$ cat src/rtl/datapath_mc_pkg.sv
// Shared definitions for the multicycle datapath: FSM states, ALU codes,
// control-word bit positions and status-flag bit positions.
package datapath_mc_pkg;

  typedef enum logic [1:0] {
    ST_IDLE,
    ST_EXEC,
    ST_MEM,
    ST_WB
  } state_t;

  localparam logic [3:0] ALU_ADD = 4'd0;
  localparam logic [3:0] ALU_SUB = 4'd1;
  localparam logic [3:0] ALU_AND = 4'd2;
  localparam logic [3:0] ALU_OR  = 4'd3;
  localparam logic [3:0] ALU_XOR = 4'd4;
  localparam logic [3:0] ALU_MOV = 4'd5;
  localparam logic [3:0] ALU_CMP = 4'd6;
  localparam logic [3:0] ALU_LSH = 4'd7;

  localparam int unsigned CTRL_W       = 11;
  localparam int unsigned CTRL_A_ONE   = 4;
  localparam int unsigned CTRL_IMM_SEL = 5;
  localparam int unsigned CTRL_B_PC    = 6;
  localparam int unsigned CTRL_LOAD    = 7;
  localparam int unsigned CTRL_PC_WR   = 8;
  localparam int unsigned CTRL_REG_WR  = 9;
  localparam int unsigned CTRL_STORE   = 10;

  localparam int unsigned FLAG_C = 0;
  localparam int unsigned FLAG_L = 1;
  localparam int unsigned FLAG_F = 2;
  localparam int unsigned FLAG_Z = 3;
  localparam int unsigned FLAG_N = 4;

endpackage

$ cat src/rtl/datapath_mc_regfile_p.sv
// Register file: two asynchronous read ports, one synchronous write port.
// Contents are deliberately not reset.
module regfile_p
  import datapath_mc_pkg::*;
#(
  parameter int WIDTH   = 16,
  parameter int REGBITS = 4
) (
  input  logic               clock,
  input  logic               we,
  input  logic [REGBITS-1:0] waddr,
  input  logic [WIDTH-1:0]   wdata,
  input  logic [REGBITS-1:0] raddr_a,
  input  logic [REGBITS-1:0] raddr_b,
  output logic [WIDTH-1:0]   rdata_a,
  output logic [WIDTH-1:0]   rdata_b
);

  logic [WIDTH-1:0] regs_q [2**REGBITS];

  // Write port
  always_ff @(posedge clock) begin
    if (we) regs_q[waddr] <= wdata;
  end

  assign rdata_a = regs_q[raddr_a];
  assign rdata_b = regs_q[raddr_b];

endmodule

$ cat src/rtl/datapath_mc.sv
// Multicycle datapath: IDLE -> EXEC -> [MEM] -> WB, combinational ALU,
// registered result/flags, data-memory handshake and program counter.
module datapath_mc
  import datapath_mc_pkg::*;
#(
  parameter int WIDTH   = 16,
  parameter int REGBITS = 4,
  parameter int IMMBITS = 8
) (
  input  logic              clock,
  input  logic              reset,
  input  logic [WIDTH-1:0]  instr,
  input  logic [CTRL_W-1:0] ctrl,
  input  logic              in_valid,
  output logic              in_ready,
  output logic              mem_req,
  output logic              mem_we,
  output logic [WIDTH-1:0]  mem_addr,
  output logic [WIDTH-1:0]  mem_wdata,
  input  logic [WIDTH-1:0]  mem_rdata,
  input  logic              mem_ack,
  output logic [WIDTH-1:0]  pc_out,
  output logic [4:0]        psr,
  output logic              busy
);

  state_t              state_q, state_d;
  logic [WIDTH-1:0]    instr_q, instr_d;
  logic [CTRL_W-1:0]   ctrl_q, ctrl_d;
  logic [WIDTH-1:0]    alu_q, alu_d;
  logic [WIDTH-1:0]    ld_q, ld_d;
  logic [WIDTH-1:0]    pc_q, pc_d;
  logic [4:0]          psr_q, psr_d;
  logic                in_ready_q, in_ready_d;
  logic                mem_req_q, mem_req_d;
  logic                mem_we_q, mem_we_d;
  logic [WIDTH-1:0]    mem_addr_q, mem_addr_d;
  logic [WIDTH-1:0]    mem_wdata_q, mem_wdata_d;

  logic [REGBITS-1:0]  rdst, rsrc;
  logic [IMMBITS-1:0]  imm;
  logic [WIDTH-1:0]    imm_ext, r_dst, r_src;
  logic [3:0]          alucode;
  logic [WIDTH-1:0]    a_op, b_op, alu_res;
  logic [WIDTH:0]      sum, diff;
  logic                carry, ovf, flags_upd;
  logic [4:0]          flags_new;
  logic                rf_we;
  logic [WIDTH-1:0]    rf_wd;
  logic                unused_instr;

  assign rdst    = instr_q[8 +: REGBITS];
  assign rsrc    = instr_q[0 +: REGBITS];
  assign imm     = instr_q[IMMBITS-1:0];
  assign imm_ext = {{(WIDTH-IMMBITS){imm[IMMBITS-1]}}, imm};
  assign alucode = ctrl_q[3:0];
  assign unused_instr = ^instr_q;

  regfile_p #(
    .WIDTH   (WIDTH),
    .REGBITS (REGBITS)
  ) u_regfile (
    .clock   (clock),
    .we      (rf_we),
    .waddr   (rdst),
    .wdata   (rf_wd),
    .raddr_a (rdst),
    .raddr_b (rsrc),
    .rdata_a (r_dst),
    .rdata_b (r_src)
  );

  // ALU: operand selection, result and candidate flags
  always_comb begin
    a_op = ctrl_q[CTRL_A_ONE] ? WIDTH'(1) : (ctrl_q[CTRL_IMM_SEL] ? imm_ext : r_dst);
    b_op = ctrl_q[CTRL_B_PC] ? pc_q : r_src;
    sum  = {1'b0, a_op} + {1'b0, b_op};
    diff = {1'b0, b_op} - {1'b0, a_op};
    alu_res   = '0;
    carry     = 1'b0;
    ovf       = 1'b0;
    flags_upd = 1'b1;
    case (alucode)
      ALU_ADD: begin
        alu_res = sum[WIDTH-1:0];
        carry   = sum[WIDTH];
        ovf     = (a_op[WIDTH-1] == b_op[WIDTH-1]) && (sum[WIDTH-1] != a_op[WIDTH-1]);
      end
      ALU_SUB, ALU_CMP: begin
        alu_res = diff[WIDTH-1:0];
        carry   = diff[WIDTH];
        ovf     = (a_op[WIDTH-1] != b_op[WIDTH-1]) && (diff[WIDTH-1] != b_op[WIDTH-1]);
      end
      ALU_AND: alu_res = a_op & b_op;
      ALU_OR:  alu_res = a_op | b_op;
      ALU_XOR: alu_res = a_op ^ b_op;
      ALU_MOV: begin
        alu_res   = a_op;
        flags_upd = 1'b0;
      end
      ALU_LSH: alu_res = b_op << a_op[3:0];
      default: flags_upd = 1'b0;
    endcase
    flags_new         = '0;
    flags_new[FLAG_N] = alu_res[WIDTH-1];
    flags_new[FLAG_Z] = (alu_res == '0);
    flags_new[FLAG_F] = ovf;
    flags_new[FLAG_L] = (b_op < a_op);
    flags_new[FLAG_C] = carry;
  end

  // Next-state and register-file write control
  always_comb begin
    state_d     = state_q;
    instr_d     = instr_q;
    ctrl_d      = ctrl_q;
    alu_d       = alu_q;
    ld_d        = ld_q;
    pc_d        = pc_q;
    psr_d       = psr_q;
    in_ready_d  = in_ready_q;
    mem_req_d   = mem_req_q;
    mem_we_d    = mem_we_q;
    mem_addr_d  = mem_addr_q;
    mem_wdata_d = mem_wdata_q;
    rf_we       = 1'b0;
    rf_wd       = ctrl_q[CTRL_LOAD] ? ld_q : alu_q;
    case (state_q)
      ST_IDLE: begin
        if (in_valid) begin
          instr_d    = instr;
          ctrl_d     = ctrl;
          in_ready_d = 1'b0;
          state_d    = ST_EXEC;
        end
      end
      ST_EXEC: begin
        alu_d = alu_res;
        if (flags_upd) psr_d = flags_new;
        if (ctrl_q[CTRL_LOAD] || ctrl_q[CTRL_STORE]) begin
          mem_req_d   = 1'b1;
          mem_we_d    = ctrl_q[CTRL_STORE];
          mem_addr_d  = alu_res;
          mem_wdata_d = r_dst;
          state_d     = ST_MEM;
        end else begin
          state_d = ST_WB;
        end
      end
      ST_MEM: begin
        if (mem_ack) begin
          ld_d      = mem_rdata;
          mem_req_d = 1'b0;
          mem_we_d  = 1'b0;
          state_d   = ST_WB;
        end
      end
      ST_WB: begin
        // Reset in this cycle must also suppress the write, not just the state update
        rf_we      = ctrl_q[CTRL_REG_WR] && (alucode != ALU_CMP) && !reset;
        pc_d       = ctrl_q[CTRL_PC_WR] ? alu_q : pc_q + WIDTH'(1);
        in_ready_d = 1'b1;
        state_d    = ST_IDLE;
      end
      default: state_d = ST_IDLE;
    endcase
  end

  // FSM and datapath registers; reset clears control state only
  always_ff @(posedge clock) begin
    if (reset) begin
      state_q    <= ST_IDLE;
      pc_q       <= '0;
      psr_q      <= '0;
      in_ready_q <= 1'b1;
      mem_req_q  <= 1'b0;
      mem_we_q   <= 1'b0;
    end else begin
      state_q    <= state_d;
      pc_q       <= pc_d;
      psr_q      <= psr_d;
      in_ready_q <= in_ready_d;
      mem_req_q  <= mem_req_d;
      mem_we_q   <= mem_we_d;
    end
    instr_q     <= instr_d;
    ctrl_q      <= ctrl_d;
    alu_q       <= alu_d;
    ld_q        <= ld_d;
    mem_addr_q  <= mem_addr_d;
    mem_wdata_q <= mem_wdata_d;
  end

  assign in_ready  = in_ready_q;
  assign busy      = ~in_ready_q;
  assign mem_req   = mem_req_q;
  assign mem_we    = mem_we_q;
  assign mem_addr  = mem_addr_q;
  assign mem_wdata = mem_wdata_q;
  assign pc_out    = pc_q;
  assign psr       = psr_q;

endmodule

$ cat config.mk
export PLATFORM = sky130hd
export DESIGN_NAME = datapath_mc
export DESIGN_NICKNAME = d
export VERILOG_FILES = /design/src/rtl/datapath_mc_pkg.sv /design/src/rtl/datapath_mc_regfile_p.sv /design/src/rtl/datapath_mc.sv
export SDC_FILE = /design/constraint.sdc
export NUM_CORES = 1
export LEC_CHECK = 0
export CORE_ASPECT_RATIO = 1.2
export CORE_MARGIN = 4
export CORE_UTILIZATION = 61
export DETAILED_ROUTE_END_ITERATION = 6
export PLACE_DENSITY_LB_ADDON = 0.25
export RECOVER_POWER = 50
export SLEW_MARGIN = 20
export SYNTH_ARGS = -nofsm -noshare
export SYNTH_HDL_FRONTEND = slang
export SYNTH_SLANG_ARGS = --single-unit
$ cat constraint.sdc
create_clock -name clock -period 7.6 [get_ports clock]
set_clock_uncertainty 0.15 [all_clocks]
set_input_delay 1.14 -clock clock [delete_from_list [all_inputs] [get_ports clock]]
set_output_delay 1.14 -clock clock [all_outputs]
set_load 0.02 [all_outputs]
==> impl_metrics.sql <==
INSERT INTO impl_metrics (metric_group, metric, value, unit) VALUES
('outcome', 'outcome', 'finished, violations left', ''),
('outcome', 'failed_checks', 'capacitance limit, slew limit', ''),
('global_route', 'grt.overflow.total', '0', ''),
('logic_synthesis', 'netlist_instances', '1405', ''),
('clock_tree', 'cts_sinks', '377', ''),
('global_route', 'grt_antenna_before_repair', '1', ''),
('logic_synthesis', 'async_flop_share', '0', '%'),
('pwr', 'cellLeakagePower', '7.82', 'nW'),
('critical_path', 'crit_fanout', '33', ''),
('min_path', 'worstHoldPathCells', '2', ''),
('global_route', 'grt_first_pass_wirelength', '88800', 'um'),
('clock_tree', 'clock_latency', '0.55', 'ns'),
('final_layout', 'layout_cell_share_with_drive_strength_beyond_1', '18.5', '%'),
('clock_tree', 'clock_path_buffers', '3', ''),
('timing', 'setup_viol_count_final', '0', ''),
('place', 'placement.setup.worst_slack', '1.39', 'ns'),
('clock_tree', 'cts_max_level', '2', ''),
('detailed_routing', 'route.detailed.vias_per_inst', '7.13', ''),
('logic_synthesis', 'postSynth.topFlopCell', 'edfxtp_1', ''),
('logic_synthesis', 'syn_avg_cell_area', '14.1', 'um2'),
('place', 'place.gp.congestion', '0.994', ''),
('critical_path', 'crit_required', '7.91', 'ns'),
('timing', 'maxSlewHeadroom', '-107', '%'),
('clock_tree', 'cts_repair_resize_count', '0', ''),
('clock_tree', 'clk_root_buffer_cell', 'clkbuf_16', ''),
('logic_synthesis', 'synthDominantCellAreaShare', '52.0', '%'),
('timing', 'grt_setup_unrepaired', 'no', ''),
('clock_tree', 'ctsHoldBuffers', '0', ''),
('critical_path', 'worstRegToRegCells', '16', ''),
('logic_synthesis', 'synth_xor_xnor_area_share', '0.398', '%'),
('final_layout', 'layout.cells.most_common', 'edfxtp_1', ''),
('logic_synthesis', 'post_synth_instance_area', '19800', 'um2'),
('logic_synthesis', 'synthSimpleGateAreaFrac', '6.99', '%'),
('run', 'drv_cap', '2', ''),
('logic_synthesis', 'synthAdderAreaFrac', '3.62', '%'),
('timing', 'fin_setup_tns', '0', 'ns'),
('pwr', 'ir_drop', '0.229', 'mV'),
('global_route', 'grt_pass1_vias', '14000', ''),
('final_layout', 'layout.filler_cells', '2097', ''),
('detailed_routing', 'remaining_drc_errors', '0', ''),
('global_route', 'globalRouteTotalUtil', '34.0', '%'),
('timing', 'measured_slew_at_the_worst_slew_check_pin', '3.10', 'ns'),
('logic_synthesis', 'synth.ff_latch_count', '377', ''),
('logic_synthesis', 'yosys-mux-area-fraction', '19.4', '%'),
('timing', 'setup_ws', '0.985', 'ns'),
('logic_synthesis', 'synth_edf_count', '343', ''),
('logic_synthesis', 'synth.yosys.warnings', '0', ''),
('detailed_routing', 'detailedRoute.firstPassIterationCount', '7', ''),
('min_path', 'hold_class', 'reg2reg', ''),
('critical_path', 'reg2reg_slack', '0.98', 'ns'),
('clock_tree', 'cts.reportedPaths.clkPinSlew', '0.07', 'ns'),
('logic_synthesis', 'synth_area_leaders', 'edfxtp_1 52%, mux4_2 15%, dfxtp_1 3.4%', ''),
('timing', 'fmax', '151', 'MHz'),
('timing', 'final_max_slew_violation_count', '51', ''),
('critical_path', 'arrival', '6.93', 'ns'),
('place', 'buffer_ports.inserted', '99', ''),
('detailed_routing', 'via_count', '13900', ''),
('critical_path', 'capture_instance_of_the_worst_register_to_register_path', 'psr[3]', ''),
('floorplanning', 'io_pins', '104', ''),
('min_path', 'hold_path_end', 'psr[2]', ''),
('timing', 'finalWorstPathRequiredPeriod', '6.62', 'ns'),
('timing', 'final_hold_viol_count', '0', ''),
('floorplanning', 'design.core.area', '32200', 'um2'),
('critical_path', 'critical_path.startpoint_type', 'flip-flop', ''),
('detailed_routing', 'wl_per_cell', '30.5', 'um'),
('global_route', 'grt_start_max_net_pins', '45', ''),
('critical_path', 'timing_worst_setup_path_type', 'reg2reg', ''),
('clock_tree', 'cts_tree', 'done', ''),
('final_layout', 'antenna_diodes', '0', ''),
('critical_path', 'worstSetupEndpointType', 'flip-flop', ''),
('detailed_routing', 'detail-route-antenna-nets', '0', '');
## sequential cells by signal (all words and copies together) (netlist names), 2 cells and up, named ones only
register,count
mem_addr,16
instr_q,12
alu_q,16
ld_q,16
psr,5
pc_out,16
u_regfile.regs_q,256
ctrl_q,11
state_q,2
mem_wdata,16
## where the power goes
part	internal, W	leakage [nW]	total, W	switching (W)
Sequential	0.00268	3.40	0.00289	0.000210
Combinational	0.00138	3.78	0.00350	0.00213
Clock	0.00119	0.644	0.00201	0.000819
Total	0.00525	7.82	0.00841	0.00316
## critical path, cell delays in order (launching register included)
cell      delay [ns]
dfxtp_1         0.74
buf_4           0.59
mux2_2          0.41
o22a_1          0.22
a41o_1          0.30
or2_1           0.36
fa_1            0.44
or2_2           0.33
a21oi_1         0.25
o41ai_1         0.15
o21ai_0         0.49
a31oi_1         0.24
a221oi_1        0.37
o211ai_1        0.19
or4_1           0.54
or4_1           0.55
o31ai_2         0.18
## how the worst max path moves through the flow
stage               cells past startpoint  slack, ns     end  startpoint
finish                                 16       0.98  psr[3]   flip-flop
global route                           16       0.72  psr[3]   flip-flop
CTS                                    15       1.36  psr[3]   flip-flop
detailed placement                     15       1.39  psr[3]   flip-flop
global placement                       18       1.51  psr[3]   flip-flop
floorplan                              19       1.74  psr[3]   flip-flop
## routing by layer
| metal | vias to the layer above | GRT usage [%] | routed length (um) |
|---|---|---|---|
| met1 | 6957 | 44.3 | 21100 |
| li1 | 5814 | - | - |
| met3 | 213 | 6.25 | 5430 |
| met2 | 889 | 56.1 | 29800 |
| met4 | 2 | 15.1 | 2960 |
| met5 | - | 0 | 13 |
## cell usage after synthesis (9+ instances only)
cell type / instances
nand2b_1: 22
a21oi_1: 55
inv_1: 62
o21ai_0: 69
clkbuf_1: 47
edfxtp_1: 343
buf_2: 15
nor2_1: 111
and3_1: 10
dfxtp_1: 34
a221oi_1: 13
ha_1: 54
mux4_2: 128
a211oi_1: 17
buf_1: 10
mux2_2: 35
a21o_1: 9
a22oi_1: 16
nand3_1: 9
buf_6: 9
o221ai_1: 9
nor3_1: 25
nand2_1: 80
o22ai_1: 27
mux2i_1: 37
## kinds of logic after synthesis
group | after synthesis
flops | 377
compound gates | 309
simple gates | 298
mux | 208
buf+inv | 148
fa+ha+maj | 56
xor+xnor | 9
## stage by stage
step / cell area [um2] / power [W]
5_1_grt: 22600 / 0.00878
3_5_place_dp: 21300 / 0.00635
3_3_place_gp: 21300 / 0.00631
6_report: 22600 / 0.00841
4_1_cts: 22600 / 0.00838
2_1_floorplan: 19800 / 0.00524
## cell type report
class / count / area, um2 / share of cell area, %
clock buffers: 49 / 1050 / 4.67
well taps: 407 / 509 / 2.25
clock inverters: 22 / 284 / 1.26
multi-input cells: 880 / 8190 / 36.2
inverters: 64 / 240 / 1.06
flip-flops and latches: 377 / 11000 / 48.6
repair buffers: 146 / 1330 / 5.89
No activity file was read; power rests on OpenSTA's default activity.
